**config.mk**
```make
export PLATFORM = sky130hd
export DESIGN_NAME = regfile_dump_flat
export DESIGN_NICKNAME = d
export VERILOG_FILES = /design/src/rtl/regfile_dump_if.sv /design/src/rtl/regfile_dump.sv /design/src/flat_wrapper.sv
export SDC_FILE = /design/constraint.sdc
export NUM_CORES = 1
export LEC_CHECK = 0
export CAP_MARGIN = 5
export CELL_PAD_IN_SITES_DETAIL_PLACEMENT = 1
export CELL_PAD_IN_SITES_GLOBAL_PLACEMENT = 1
export CORE_MARGIN = 2
export CORE_UTILIZATION = 30
export CTS_CLUSTER_SIZE = 28
export DETAILED_ROUTE_END_ITERATION = 8
export PLACE_DENSITY_LB_ADDON = 0.1
export SYNTH_ARGS = -nofsm -noshare
export SYNTH_HDL_FRONTEND = slang
export SYNTH_SLANG_ARGS = --single-unit
export TNS_END_PERCENT = 30
```
**constraint.sdc**
```tcl
create_clock -name clk -period 3.2 [get_ports clk]
set_input_delay 0.48 -clock clk [delete_from_list [all_inputs] [get_ports clk]]
set_output_delay 0.48 -clock clk [all_outputs]
set_load 0.02 [all_outputs]
```
**src/rtl/regfile_dump_if.sv**
```systemverilog
// Register-dump bus: start request, register-file read port and the
// valid/ready word stream with busy/done status.
// master = dump engine side, slave = register file / consumer side.
interface regfile_dump_if;
    logic        start;
    logic [4:0]  rf_ra;
    logic [31:0] rf_rd;
    logic        out_valid;
    logic        out_ready;
    logic [4:0]  out_addr;
    logic [31:0] out_data;
    logic        out_last;
    logic        busy;
    logic        done;

    modport master (
        input  start, rf_rd, out_ready,
        output rf_ra, out_valid, out_addr, out_data, out_last, busy, done
    );

    modport slave (
        output start, rf_rd, out_ready,
        input  rf_ra, out_valid, out_addr, out_data, out_last, busy, done
    );
endinterface

```
**src/rtl/regfile_dump.sv**
```systemverilog
// regfile_dump: streams registers FIRST_REG..LAST_REG of a register file
// (asynchronous read port) out over a valid/ready word interface.
// Optional feature macro REGDUMP_CHECKSUM_EN: appends one trailing word
// (addr 0, data = XOR of all accepted register words, out_last = 1).
//
// state | meaning
// IDLE  | waiting for start; read address parked at 0
// LOAD  | read register idx, capture value/address into output registers
// SEND  | present captured word until out_valid && out_ready
// CSUM  | present accumulated XOR word (checksum build only)
// DONE  | one-cycle done pulse, then back to IDLE
module regfile_dump #(
    parameter int FIRST_REG = 0,
    parameter int LAST_REG  = 31
) (
    input logic              clk,
    input logic              reset,
    regfile_dump_if.master   bus
);

    if (FIRST_REG < 0 || LAST_REG > 31 || FIRST_REG > LAST_REG) begin : g_bad_range
        $error("regfile_dump: FIRST_REG/LAST_REG must satisfy 0 <= FIRST_REG <= LAST_REG <= 31");
    end

    localparam logic [4:0] FIRST_IDX = 5'(FIRST_REG);
    localparam logic [4:0] LAST_IDX  = 5'(LAST_REG);

`ifdef REGDUMP_CHECKSUM_EN
    typedef enum logic [2:0] {S_IDLE, S_LOAD, S_SEND, S_CSUM, S_DONE} state_t;
`else
    typedef enum logic [2:0] {S_IDLE, S_LOAD, S_SEND, S_DONE} state_t;
`endif

    state_t      state_q, state_d;
    logic [4:0]  idx_q, idx_d;
    logic [4:0]  out_addr_q, out_addr_d;
    logic [31:0] out_data_q, out_data_d;
    logic        out_last_q, out_last_d;
`ifdef REGDUMP_CHECKSUM_EN
    logic [31:0] csum_q, csum_d;
`endif

    logic [4:0]  rf_ra;
    logic        out_valid;
    logic [4:0]  out_addr;
    logic [31:0] out_data;
    logic        out_last;

    // State and captured-word registers.
    always_ff @(posedge clk) begin
        if (reset) begin
            state_q    <= S_IDLE;
            idx_q      <= '0;
            out_addr_q <= '0;
            out_data_q <= '0;
            out_last_q <= 1'b0;
`ifdef REGDUMP_CHECKSUM_EN
            csum_q     <= '0;
`endif
        end else begin
            state_q    <= state_d;
            idx_q      <= idx_d;
            out_addr_q <= out_addr_d;
            out_data_q <= out_data_d;
            out_last_q <= out_last_d;
`ifdef REGDUMP_CHECKSUM_EN
            csum_q     <= csum_d;
`endif
        end
    end

    // Next-state and output decode.
    always_comb begin
        state_d    = state_q;
        idx_d      = idx_q;
        out_addr_d = out_addr_q;
        out_data_d = out_data_q;
        out_last_d = out_last_q;
`ifdef REGDUMP_CHECKSUM_EN
        csum_d     = csum_q;
`endif
        rf_ra      = '0;
        out_valid  = 1'b0;
        out_addr   = out_addr_q;
        out_data   = out_data_q;
        out_last   = out_last_q;

        unique case (state_q)
            S_IDLE: begin
                if (bus.start) begin
                    idx_d   = FIRST_IDX;
                    state_d = S_LOAD;
`ifdef REGDUMP_CHECKSUM_EN
                    csum_d  = '0;
`endif
                end
            end
            S_LOAD: begin
                rf_ra      = idx_q;
                out_data_d = bus.rf_rd;
                out_addr_d = idx_q;
`ifdef REGDUMP_CHECKSUM_EN
                out_last_d = 1'b0;
`else
                out_last_d = (idx_q == LAST_IDX);
`endif
                state_d    = S_SEND;
            end
            S_SEND: begin
                out_valid = 1'b1;
                if (bus.out_ready) begin
`ifdef REGDUMP_CHECKSUM_EN
                    csum_d = csum_q ^ out_data_q;
`endif
                    if (idx_q == LAST_IDX) begin
`ifdef REGDUMP_CHECKSUM_EN
                        state_d = S_CSUM;
`else
                        state_d = S_DONE;
`endif
                    end else begin
                        idx_d   = idx_q + 5'd1;
                        state_d = S_LOAD;
                    end
                end
            end
`ifdef REGDUMP_CHECKSUM_EN
            S_CSUM: begin
                out_valid = 1'b1;
                out_addr  = '0;
                out_data  = csum_q;
                out_last  = 1'b1;
                if (bus.out_ready) begin
                    state_d = S_DONE;
                end
            end
`endif
            S_DONE: begin
                state_d = S_IDLE;
            end
            default: begin
                state_d = S_IDLE;
            end
        endcase
    end

    assign bus.rf_ra     = rf_ra;
    assign bus.out_valid = out_valid;
    assign bus.out_addr  = out_addr;
    assign bus.out_data  = out_data;
    assign bus.out_last  = out_last;
    assign bus.busy      = (state_q != S_IDLE);
    assign bus.done      = (state_q == S_DONE);

endmodule
```
**src/flat_wrapper.sv**
```systemverilog
// flat-port wrapper written by rule: the top's interface ports become plain ports
module regfile_dump_flat 
#(
    parameter int FIRST_REG = 0,
    parameter int LAST_REG  = 31
)
  (clk, reset, bus_start, bus_rf_rd, bus_out_ready, bus_rf_ra, bus_out_valid, bus_out_addr, bus_out_data, bus_out_last, bus_busy, bus_done);
  regfile_dump_if bus_i ();
  input logic clk;
  input logic reset;
  input wire logic [$bits(bus_i.start)-1:0] bus_start;
  input wire logic [$bits(bus_i.rf_rd)-1:0] bus_rf_rd;
  input wire logic [$bits(bus_i.out_ready)-1:0] bus_out_ready;
  output wire logic [$bits(bus_i.rf_ra)-1:0] bus_rf_ra;
  output wire logic [$bits(bus_i.out_valid)-1:0] bus_out_valid;
  output wire logic [$bits(bus_i.out_addr)-1:0] bus_out_addr;
  output wire logic [$bits(bus_i.out_data)-1:0] bus_out_data;
  output wire logic [$bits(bus_i.out_last)-1:0] bus_out_last;
  output wire logic [$bits(bus_i.busy)-1:0] bus_busy;
  output wire logic [$bits(bus_i.done)-1:0] bus_done;
  assign bus_i.start = bus_start;
  assign bus_i.rf_rd = bus_rf_rd;
  assign bus_i.out_ready = bus_out_ready;
  assign bus_rf_ra = bus_i.rf_ra;
  assign bus_out_valid = bus_i.out_valid;
  assign bus_out_addr = bus_i.out_addr;
  assign bus_out_data = bus_i.out_data;
  assign bus_out_last = bus_i.out_last;
  assign bus_busy = bus_i.busy;
  assign bus_done = bus_i.done;
  regfile_dump #(.FIRST_REG(FIRST_REG), .LAST_REG(LAST_REG)) u_core (.clk(clk), .reset(reset), .bus(bus_i));
endmodule
```
==> results.json, run 1 <==
{
  "drive_gt1_share_pct": 5.19,
  "cp-end-kind": "primary output",
  "seq_area_frac_synth_pct": 52.6,
  "root_buffer": "clkbuf_8",
  "power_density_nw_per_um2": 462,
  "finalCriticalPeriod_ns": 2.75,
  "synth_xor_area_share_pct": 0,
  "final-hold-violation-count": 0,
  "clkSinkCount": 45,
  "cts_tree": "built",
  "numCtsBuffers": 5,
  "drc": 0,
  "synth_cells": 212,
  "yosys-mux-area-fraction_pct": 0.584,
  "synth-seq-cells": 45,
  "fin_area_sq_um": 2670,
  "io_pins": 82,
  "fin_cells": 361,
  "synth_top_family_by_area": "simple AND/OR/NAND/NOR gates",
  "rsz0062_at_grt": "no",
  "dieHeight_um": 79.6,
  "tns_ns": 0,
  "timing.hold.ws_ns": 0.456,
  "async_reset_ff_share_pct": 0,
  "grtUsageTotal_pct": 16.6,
  "fillers": 675,
  "diodes": 0,
  "num_rows": 27,
  "slew_headroom_pct": 43.8,
  "gp_congestion": 0.718,
  "setup_ws_ns": 0.450,
  "utilization_pct": 48.4,
  "worstPathRequired_ns": 2.72,
  "ctsResizeCount": 0,
  "post_cts_buffers": 0,
  "ctsHoldBuffers": 0,
  "syn-num-nets": 250,
  "worst_setup_path_start_kind": "flip-flop",
  "coreArea_sq_um": 5510,
  "syn_to_final_growth_pct": 55.7,
  "synth_fa_ha_area_share_pct": 1.46,
  "antenna_found_initial": 0,
  "worst-endpoint-arrival_ns": 2.27,
  "yosysUniqueCellTypes": 26,
  "route.vias.total": 1679,
  "syn_area_sq_um": 1710,
  "die_w_um": 79.6,
  "routed_via_density": 4.65,
  "finish.net_count": 326,
  "dieArea_sq_um": 6330,
  "dpl.cell_count": 353,
  "place_hpwl_um": 3420,
  "area.sequential_sq_um": 901,
  "crit_type": "flip-flop to primary output",
  "multiInputGateArea_sq_um": 709,
  "clkLatencyLatePin_ns": 0.30,
  "wl_um": 4790,
  "grt_pass1_vias": 1742,
  "worst-path-max-fanout": 17,
  "synth_compound_gate_area_share_pct": 14.8,
  "irDropWorstVdd_uv": 223,
  "start_util_pct": 31.1,
  "period_share_pct": 85.9,
  "post-place-ws_ns": 0.676,
  "place_area_sq_um": 2550,
  "clock_path_buffers": 2,
  "wl_per_cell_um": 13.3,
  "netlist_top_cells_area": "dfxtp_1 53%, nand2_1 17%, a21oi_1 13%",
  "grt_pass1_wl_um": 8310,
  "p_leak_nw": 0.979,
  "grt_max_degree": 46,
  "yosysTopAreaCellShare_pct": 52.6,
  "dr.pass1.iters": 3,
  "overflow": 0,
  "clock_skew_ns": 0.0118,
  "drt_iter0_markers": 47,
  "ys.warnings.count": 0,
  "setup_violations": 0,
  "dominantRegCellSynth": "dfxtp_1",
  "outcome": "finished, final reports clean",
  "postSynthAreaPerCell_sq_um": 8.08,
  "drv_slew": 0,
  "antenna_left": 0,
  "fmax_mhz": 364,
  "power_mw": 1.23,
  "synth-simple-area-share_pct": 24.5,
  "clk_pin_slew_ns": 0.08,
  "worst_pin_slew_ns": 0.844,
  "yosys.area.top_type": "dfxtp_1",
  "ctsHtreeMaxLevel": 2,
  "hp-class": "flip-flop to flip-flop",
  "synth_edf_count": 0,
  "maxCapViolations": 0,
  "io_buffer_count": 81
}
## registers in the layout, indices dropped and copies added (netlist names)
signal               flops
u_core.bus.out_last      1
u_core.idx_q             5
u_core.state_q           2
u_core.bus.out_addr      5
u_core.bus.out_data     32
## worst max-delay path, stage by stage (launching register included)
cell,delay (ns)
dfxtp_1,0.46
nor2b_2,0.67
nand2_1,0.17
inv_1,0.08
clkdlybuf4s50_1,0.59
## cells in the mapped netlist, drive strengths merged, types with 2 or more instances
library cell,n
inv,6
nand4b,2
nand2b,2
nand2,78
nor2b,2
ha,2
clkbuf,7
dfxtp,45
a21oi,43
a311oi,2
buf,8
nand3,4
## cell usage in the layout, fill, tap and decap left out
master	n
nand2_1	78
a21oi_1	43
and4bb_2	1
or3b_1	1
a311oi_2	1
ha_1	2
and3_1	1
clkbuf_1	1
a41oi_1	1
or2b_1	1
nor2b_1	1
or2_2	1
buf_4	3
nand4bb_1	1
bufinv_16	1
nand4b_1	2
inv_1	6
a311oi_1	1
nor2b_2	1
dfxtp_1	45
mux2i_1	1
and2_1	1
o21ai_0	1
buf_2	1
nand3_1	4
nand2b_1	2
clkdlybuf4s50_1	80
clkbuf_8	6
nor3_1	1
## routing by layer
metal | up-vias | track usage [%] | routed length (um)
li1 | 840 | - | -
met1 | 787 | 20.9 | 2140
met2 | 45 | 28.2 | 2330
met3 | 7 | 4.07 | 264
met4 | 0 | 4.66 | 55
met5 | - | 0 | 0
## cells by family after synthesis
logic type | count (synthesis)
flip-flops | 45
AND/OR/NAND/NOR | 96
adder cells (fa/ha/maj) | 2
buffers and inverters | 21
multiplexers | 1
AO/OA/AOI/OAI | 47
## where the power goes
group,internal (mW),switching [mW]
clock network,0.255,0.184
registers,0.583,0.0147
logic,0.0987,0.0965
total,0.936,0.295
## area by class of cell
| cell class | count | area share [%] |
|---|---|---|
| Clock buffer | 7 | 3.24 |
| Clock inverter | 1 | 1.13 |
| Inverter | 6 | 0.844 |
| Multi-Input combinational cell | 146 | 26.6 |
| Sequential cell | 45 | 33.8 |
| Tap cell | 72 | 3.38 |
| Timing Repair Buffer | 84 | 31.1 |
## path summary, 6_finish.rpt
kind                        endpoint  depth (start not counted)  slack, ns                     from
max                     bus_rf_ra[4]                          4       0.45        u_core.state_q[0]
min          u_core.bus.out_data[25]                          2       0.46  u_core.bus.out_data[25]
max reg2reg          u_core.idx_q[3]                          6       1.34          u_core.idx_q[0]
min reg2reg  u_core.bus.out_data[25]                          2       0.46  u_core.bus.out_data[25]
Power figures use the tool's default switching activity.
==> inputs of run 2 (changes only) <==
--- a/config.mk
+++ b/config.mk
@@ -9,10 +9,11 @@
 export CELL_PAD_IN_SITES_DETAIL_PLACEMENT = 1
 export CELL_PAD_IN_SITES_GLOBAL_PLACEMENT = 1
 export CORE_MARGIN = 2
-export CORE_UTILIZATION = 30
+export CORE_UTILIZATION = 28
 export CTS_CLUSTER_SIZE = 28
 export DETAILED_ROUTE_END_ITERATION = 8
 export PLACE_DENSITY_LB_ADDON = 0.1
+export SLEW_MARGIN = 20
 export SYNTH_ARGS = -nofsm -noshare
 export SYNTH_HDL_FRONTEND = slang
 export SYNTH_SLANG_ARGS = --single-unit
==> constraint.sdc (replaced) <==
create_clock -name clk -period 2.7 [get_ports clk]
set_input_delay 0.405 -clock clk [delete_from_list [all_inputs] [get_ports clk]]
set_output_delay 0.405 -clock clk [all_outputs]
set_load 0.02 [all_outputs]
==> run 2 against run 1 <==
  * Non-clock buffer count rose by 1
  * Register-to-register slack got worse by 0.48 ns
  * Clock power fell by 8.4%
  * Critical path depth did not move
  * Worst setup slack got worse by 0.20 ns
  * Die area rose by 6.8%
==> results.json, run 2 (synthesis gave the netlist of run 1 again) <==
{
  "outcome": "finished, final reports clean",
  "clock_power_share_pct": 29.9,
  "ctsHoldBuffers": 0,
  "cp-end-kind": "primary output",
  "p_leak_nw": 0.970,
  "fillers": 734,
  "grtUsageTotal_pct": 14.6,
  "place_hpwl_um": 3310,
  "root_buffer": "clkbuf_8",
  "clkSinkCount": 45,
  "routed_via_density": 4.50,
  "rsz0062_at_grt": "no",
  "worst_setup_path_start_kind": "flip-flop",
  "route.vias.total": 1641,
  "grt_pass1_wl_um": 7600,
  "power_density_nw_per_um2": 508,
  "fin_area_sq_um": 2650,
  "antenna_left": 0,
  "power_frac_comb_pct": 17.4,
  "wl_per_cell_um": 13.0,
  "irDropWorstVdd_uv": 237,
  "worstPathRequired_ns": 2.30,
  "drt_iter0_markers": 52,
  "worst_pin_slew_ns": 0.878,
  "setup_violations": 0,
  "reg2reg_slack_ns": 0.86,
  "seqPwrFrac_pct": 52.7,
  "finalCriticalPeriod_ns": 2.45,
  "slew_headroom_pct": 41.5,
  "die_w_um": 82.2,
  "tns_ns": 0,
  "largest_register_ff_count": 32,
  "final_cell_mix": "80 x clkdlybuf4s50_1, 78 x nand2_1, 45 x dfxtp_1",
  "ctsResizeCount": 0,
  "overflow": 0,
  "cts_tree": "built",
  "drc": 0,
  "timing.hold.ws_ns": 0.457,
  "numCtsBuffers": 5,
  "crit_path_start": "u_core.state_q[0]",
  "r2r_cells": 6,
  "min-delay-start": "u_core.bus.out_data[15]",
  "drv_slew": 0,
  "diodes": 0,
  "coreArea_sq_um": 5920,
  "grt_max_degree": 46,
  "worst-endpoint-arrival_ns": 2.05,
  "maxCapViolations": 0,
  "wl_um": 4740,
  "p_int_mw": 0.989,
  "antenna_found_initial": 0,
  "hp-class": "flip-flop to flip-flop",
  "gp_congestion": 0.701,
  "dieHeight_um": 82.2,
  "period_share_pct": 90.8,
  "syn_to_final_growth_pct": 54.4,
  "post_cts_buffers": 0,
  "clock_skew_ns": 0.00611,
  "clkLatencyLatePin_ns": 0.29,
  "mostFrequentLayoutCell": "clkdlybuf4s50_1",
  "fmax_mhz": 408,
  "drive_gt1_share_pct": 5.52,
  "final-hold-violation-count": 0,
  "clock_path_buffers": 2,
  "timing.rr.end": "u_core.idx_q[3]",
  "finish.net_count": 327,
  "dieArea_sq_um": 6760,
  "worst-path-max-fanout": 11,
  "r2r-start": "u_core.idx_q[0]",
  "clk_pin_slew_ns": 0.09,
  "io_pins": 82,
  "holdPathEnd": "u_core.bus.out_data[15]",
  "crit_type": "flip-flop to primary output",
  "io_buffer_count": 81,
  "start_util_pct": 28.9,
  "grt_pass1_vias": 1661,
  "num_rows": 28,
  "dr.pass1.iters": 4,
  "hold_depth": 2,
  "place_area_sq_um": 2560,
  "ctsHtreeMaxLevel": 2,
  "switching_power_mw": 0.354,
  "switching_share_pct": 26.4
}
run 2: cell types whose count changed in the layout (fill, tap and decap cells not counted):
cell and delta:
clkbuf_8 -1, bufinv_16 -1, buf_4 +1, clkinv_2 +2
run 2: power by group through the flow:
stage	combinational [mW]	sequential (mW)	clock, mW
2_1_floorplan	0.0851	0.751	0
3_3_place_gp	0.236	0.723	0
3_5_place_dp	0.237	0.724	0
4_1_cts	0.238	0.708	0.425
5_1_grt	0.255	0.713	0.452
6_report	0.233	0.708	0.402
run 2: final cells by class:
type                    count  area [sq um]  area share (%)
multi-input cells         146           709            26.8
flip-flops and latches     45           901            34.1
inverters                   6          22.5           0.851
repair buffers             85           836            31.6
clock buffers               6          72.6            2.74
well taps                  75          93.8            3.55
clock inverters             2          10.0           0.378
run 2: critical path, stage by stage (launching register included):
cell and delay, ns:
dfxtp_1 0.47, nor2b_2 0.46, nand2_1 0.15, inv_1 0.08, clkdlybuf4s50_1 0.60
run 2: how the worst max path moves through the flow:
| stage | endpoint | cells after the start |
|---|---|---|
| finish | bus_rf_ra[0] | 4 |
| global route | bus_rf_ra[1] | 4 |
| CTS | bus_rf_ra[0] | 4 |
| detailed placement | bus_rf_ra[0] | 4 |
| global placement | bus_rf_ra[1] | 4 |
| floorplan | u_core.idx_q[3] | 6 |
run 2: metrics by stage:
stage / std cells / worst slack [ns] / util, % / power (mW)
after floorplan: 212 / 1.02 / - / 0.836
after global placement: 357 / 0.624 / 43.3 / 0.959
after detailed placement: 357 / 0.539 / 43.3 / 0.961
after CTS: 365 / 0.202 / 44.7 / 1.37
after global routing: 365 / 0.0402 / 44.7 / 1.42
final: 365 / 0.249 / 44.7 / 1.34
run 2: layer usage:
layer / vias up / GRT usage, % / routed length [um]
met5: - / 0 / 0
met4: 0 / 5.00 / 54
met3: 6 / 4.78 / 335
met2: 48 / 24.6 / 2130
met1: 746 / 17.5 / 2220
li1: 841 / - / -
==> inputs of run 3 (changes only) <==
--- a/config.mk
+++ b/config.mk
@@ -8,7 +8,7 @@
 export CAP_MARGIN = 5
 export CELL_PAD_IN_SITES_DETAIL_PLACEMENT = 1
 export CELL_PAD_IN_SITES_GLOBAL_PLACEMENT = 1
-export CORE_MARGIN = 2
+export CORE_MARGIN = 4
 export CORE_UTILIZATION = 28
 export CTS_CLUSTER_SIZE = 28
 export DETAILED_ROUTE_END_ITERATION = 8
==> run 3 against run 2 <==
  * Utilization grew 0.13 points
  * Count of clock-buffer cells in the layout stayed put
  * Wire length up 7.2%
  * Total power up 1.7%
  * Clock power grew 5.2%
  * Clock skew shrank 0.00063 ns
  * Combinational power barely moved
  * First-iteration DRC count is 56% lower
  * Worst setup slack worse by 0.017 ns
  * Via count up 0.98%
  * Hold slack improved by 0.0020 ns
  * Critical path depth increased by 1
  * Largest cell class unchanged
  * Largest power group unchanged
  * Highest routed layer unchanged
==> results.json, run 3 (synthesis gave the netlist of run 1 again) <==
{
  "outcome": "finished, final reports clean",
  "crit_chain": "nor2b_2 -> buf_4 -> nand2_1 -> inv_1 -> clkdlybuf4s50_1",
  "start_util_pct": 28.9,
  "fin_cells": 364,
  "worst-endpoint-arrival_ns": 2.06,
  "drt_iter0_markers": 23,
  "syn_to_final_growth_pct": 54.9,
  "worst-path-max-fanout": 26,
  "period_share_pct": 91.4,
  "power_mw": 1.37,
  "reg2reg_slack_ns": 0.82,
  "r2r_cells": 6,
  "post_cts_buffers": 0,
  "power_density_nw_per_um2": 515,
  "hp-class": "flip-flop to flip-flop",
  "grt.busiest_layer": "met2",
  "grt_pass1_wl_um": 8170,
  "min-delay-start": "u_core.bus.out_data[27]",
  "cp-end-kind": "primary output",
  "clkSinkCount": 45,
  "p_leak_nw": 0.968,
  "setup_violations": 0,
  "clock_skew_ns": 0.00548,
  "maxCapViolations": 0,
  "dr.pass1.iters": 4,
  "io_buffer_count": 81,
  "fmax_mhz": 405,
  "dieArea_sq_um": 7430,
  "rsz0062_at_grt": "no",
  "ctsResizeCount": 0,
  "num_rows": 28,
  "finish.net_count": 327,
  "ctsHoldBuffers": 0,
  "wl_um": 5080,
  "coreArea_sq_um": 5920,
  "grt_max_degree": 46,
  "gp_congestion": 0.702,
  "mostFrequentLayoutCell": "clkdlybuf4s50_1",
  "place_hpwl_um": 3610,
  "r2r-start": "u_core.idx_q[0]",
  "drv_slew": 0,
  "irDropWorstVdd_uv": 248,
  "critPathBufInv": 3,
  "hold_depth": 2,
  "worstPathRequired_ns": 2.30,
  "worst_pin_slew_ns": 0.847,
  "worst_setup_path_start_kind": "flip-flop",
  "antenna_left": 0,
  "largest_register_ff_count": 32,
  "slew_headroom_pct": 43.5,
  "holdPathEnd": "u_core.bus.out_data[27]",
  "antenna_found_initial": 0,
  "wl_per_cell_um": 14.0,
  "final-hold-violation-count": 0,
  "slowest_stage": "clkdlybuf4s50_1",
  "io_pins": 82,
  "routed_via_density": 4.55,
  "dpl.cell_count": 357,
  "timing.rr.end": "u_core.idx_q[3]",
  "numCtsBuffers": 5,
  "clock_path_buffers": 2,
  "tns_ns": 0,
  "final_cell_mix": "80 x clkdlybuf4s50_1, 78 x nand2_1, 45 x dfxtp_1",
  "critPathMaxStageDelay_ns": 0.59,
  "drive_gt1_share_pct": 5.54,
  "overflow": 0,
  "grtUsageTotal_pct": 13.9,
  "grt_pass1_vias": 1642,
  "diodes": 0,
  "route.vias.total": 1657,
  "use_met2_pct": 21.2,
  "use_met1_pct": 19.1,
  "finalCriticalPeriod_ns": 2.47,
  "grtUsageMet3_pct": 3.90,
  "crit_family": "buffers and inverters",
  "drc": 0,
  "ctsHtreeMaxLevel": 2,
  "fillers": 717,
  "multiInputGateArea_sq_um": 709,
  "root_buffer": "clkbuf_8",
  "clk_pin_slew_ns": 0.08,
  "area.sequential_sq_um": 901,
  "timing.hold.ws_ns": 0.459,
  "die_w_um": 86.2,
  "dieHeight_um": 86.2,
  "crit_type": "flip-flop to primary output",
  "clkLatencyLatePin_ns": 0.29,
  "cts_tree": "built",
  "utilization_pct": 44.8
}
## run 3: cell types whose count changed in the layout (fill, tap and decap cells not counted), sizes merged
cell      previous run  this run
clkinv               2         0
clkinvlp             0         1
## run 3: per-layer routing
metal | wire length [um] | share of wire (%)
met1 | 2350 | 46
met2 | 2370 | 47
met3 | 322 | 6.3
met4 | 36 | 0.71
met5 | 0 | 0
## run 3: worst max path at each step
stage | from | endpoint | slack (ns) | depth (start not counted)
2_1_floorplan | u_core.idx_q[0] | u_core.idx_q[3] | 1.02 | 6
3_3_place_gp | u_core.state_q[0] | bus_rf_ra[1] | 0.58 | 5
3_5_place_dp | u_core.state_q[0] | bus_rf_ra[1] | 0.52 | 5
4_1_cts | u_core.state_q[0] | bus_rf_ra[2] | 0.20 | 5
5_1_grt | u_core.state_q[0] | bus_rf_ra[0] | 0.03 | 5
6_report | u_core.state_q[0] | bus_rf_ra[0] | 0.23 | 5
## run 3: where the power goes
group	internal, mW	leakage, nW	switching [mW]	total [mW]
sequential	0.691	0.366	0.0171	0.708
combinational	0.118	0.559	0.116	0.235
clock	0.202	0.0433	0.221	0.423
total	1.01	0.968	0.354	1.37
## run 3: worst reg2reg max path, delay by kind of cell, from the launching register on
kind                     cells  cell delay, ns
adder cells (fa/ha/maj)      2            0.47
AO/OA/AOI/OAI                2            0.39
flip-flops                   1            0.38
AND/OR/NAND/NOR              2            0.57
## run 3: area by class of cell
cell class | instances | share of cell area, %
tap | 75 | 3.54
multi-input combinational | 146 | 26.7
inverter | 6 | 0.849
clock inverter | 1 | 0.283
timing repair buffer | 85 | 31.5
sequential | 45 | 34.0
clock buffer | 6 | 3.11
## run 3: metrics by stage
step / area (sq um) / setup WS, ns
final: 2650 / 0.232
after global placement: 2560 / 0.576
after global routing: 2650 / 0.0281
after detailed placement: 2560 / 0.523
after floorplan: 1710 / 1.02
after CTS: 2650 / 0.196
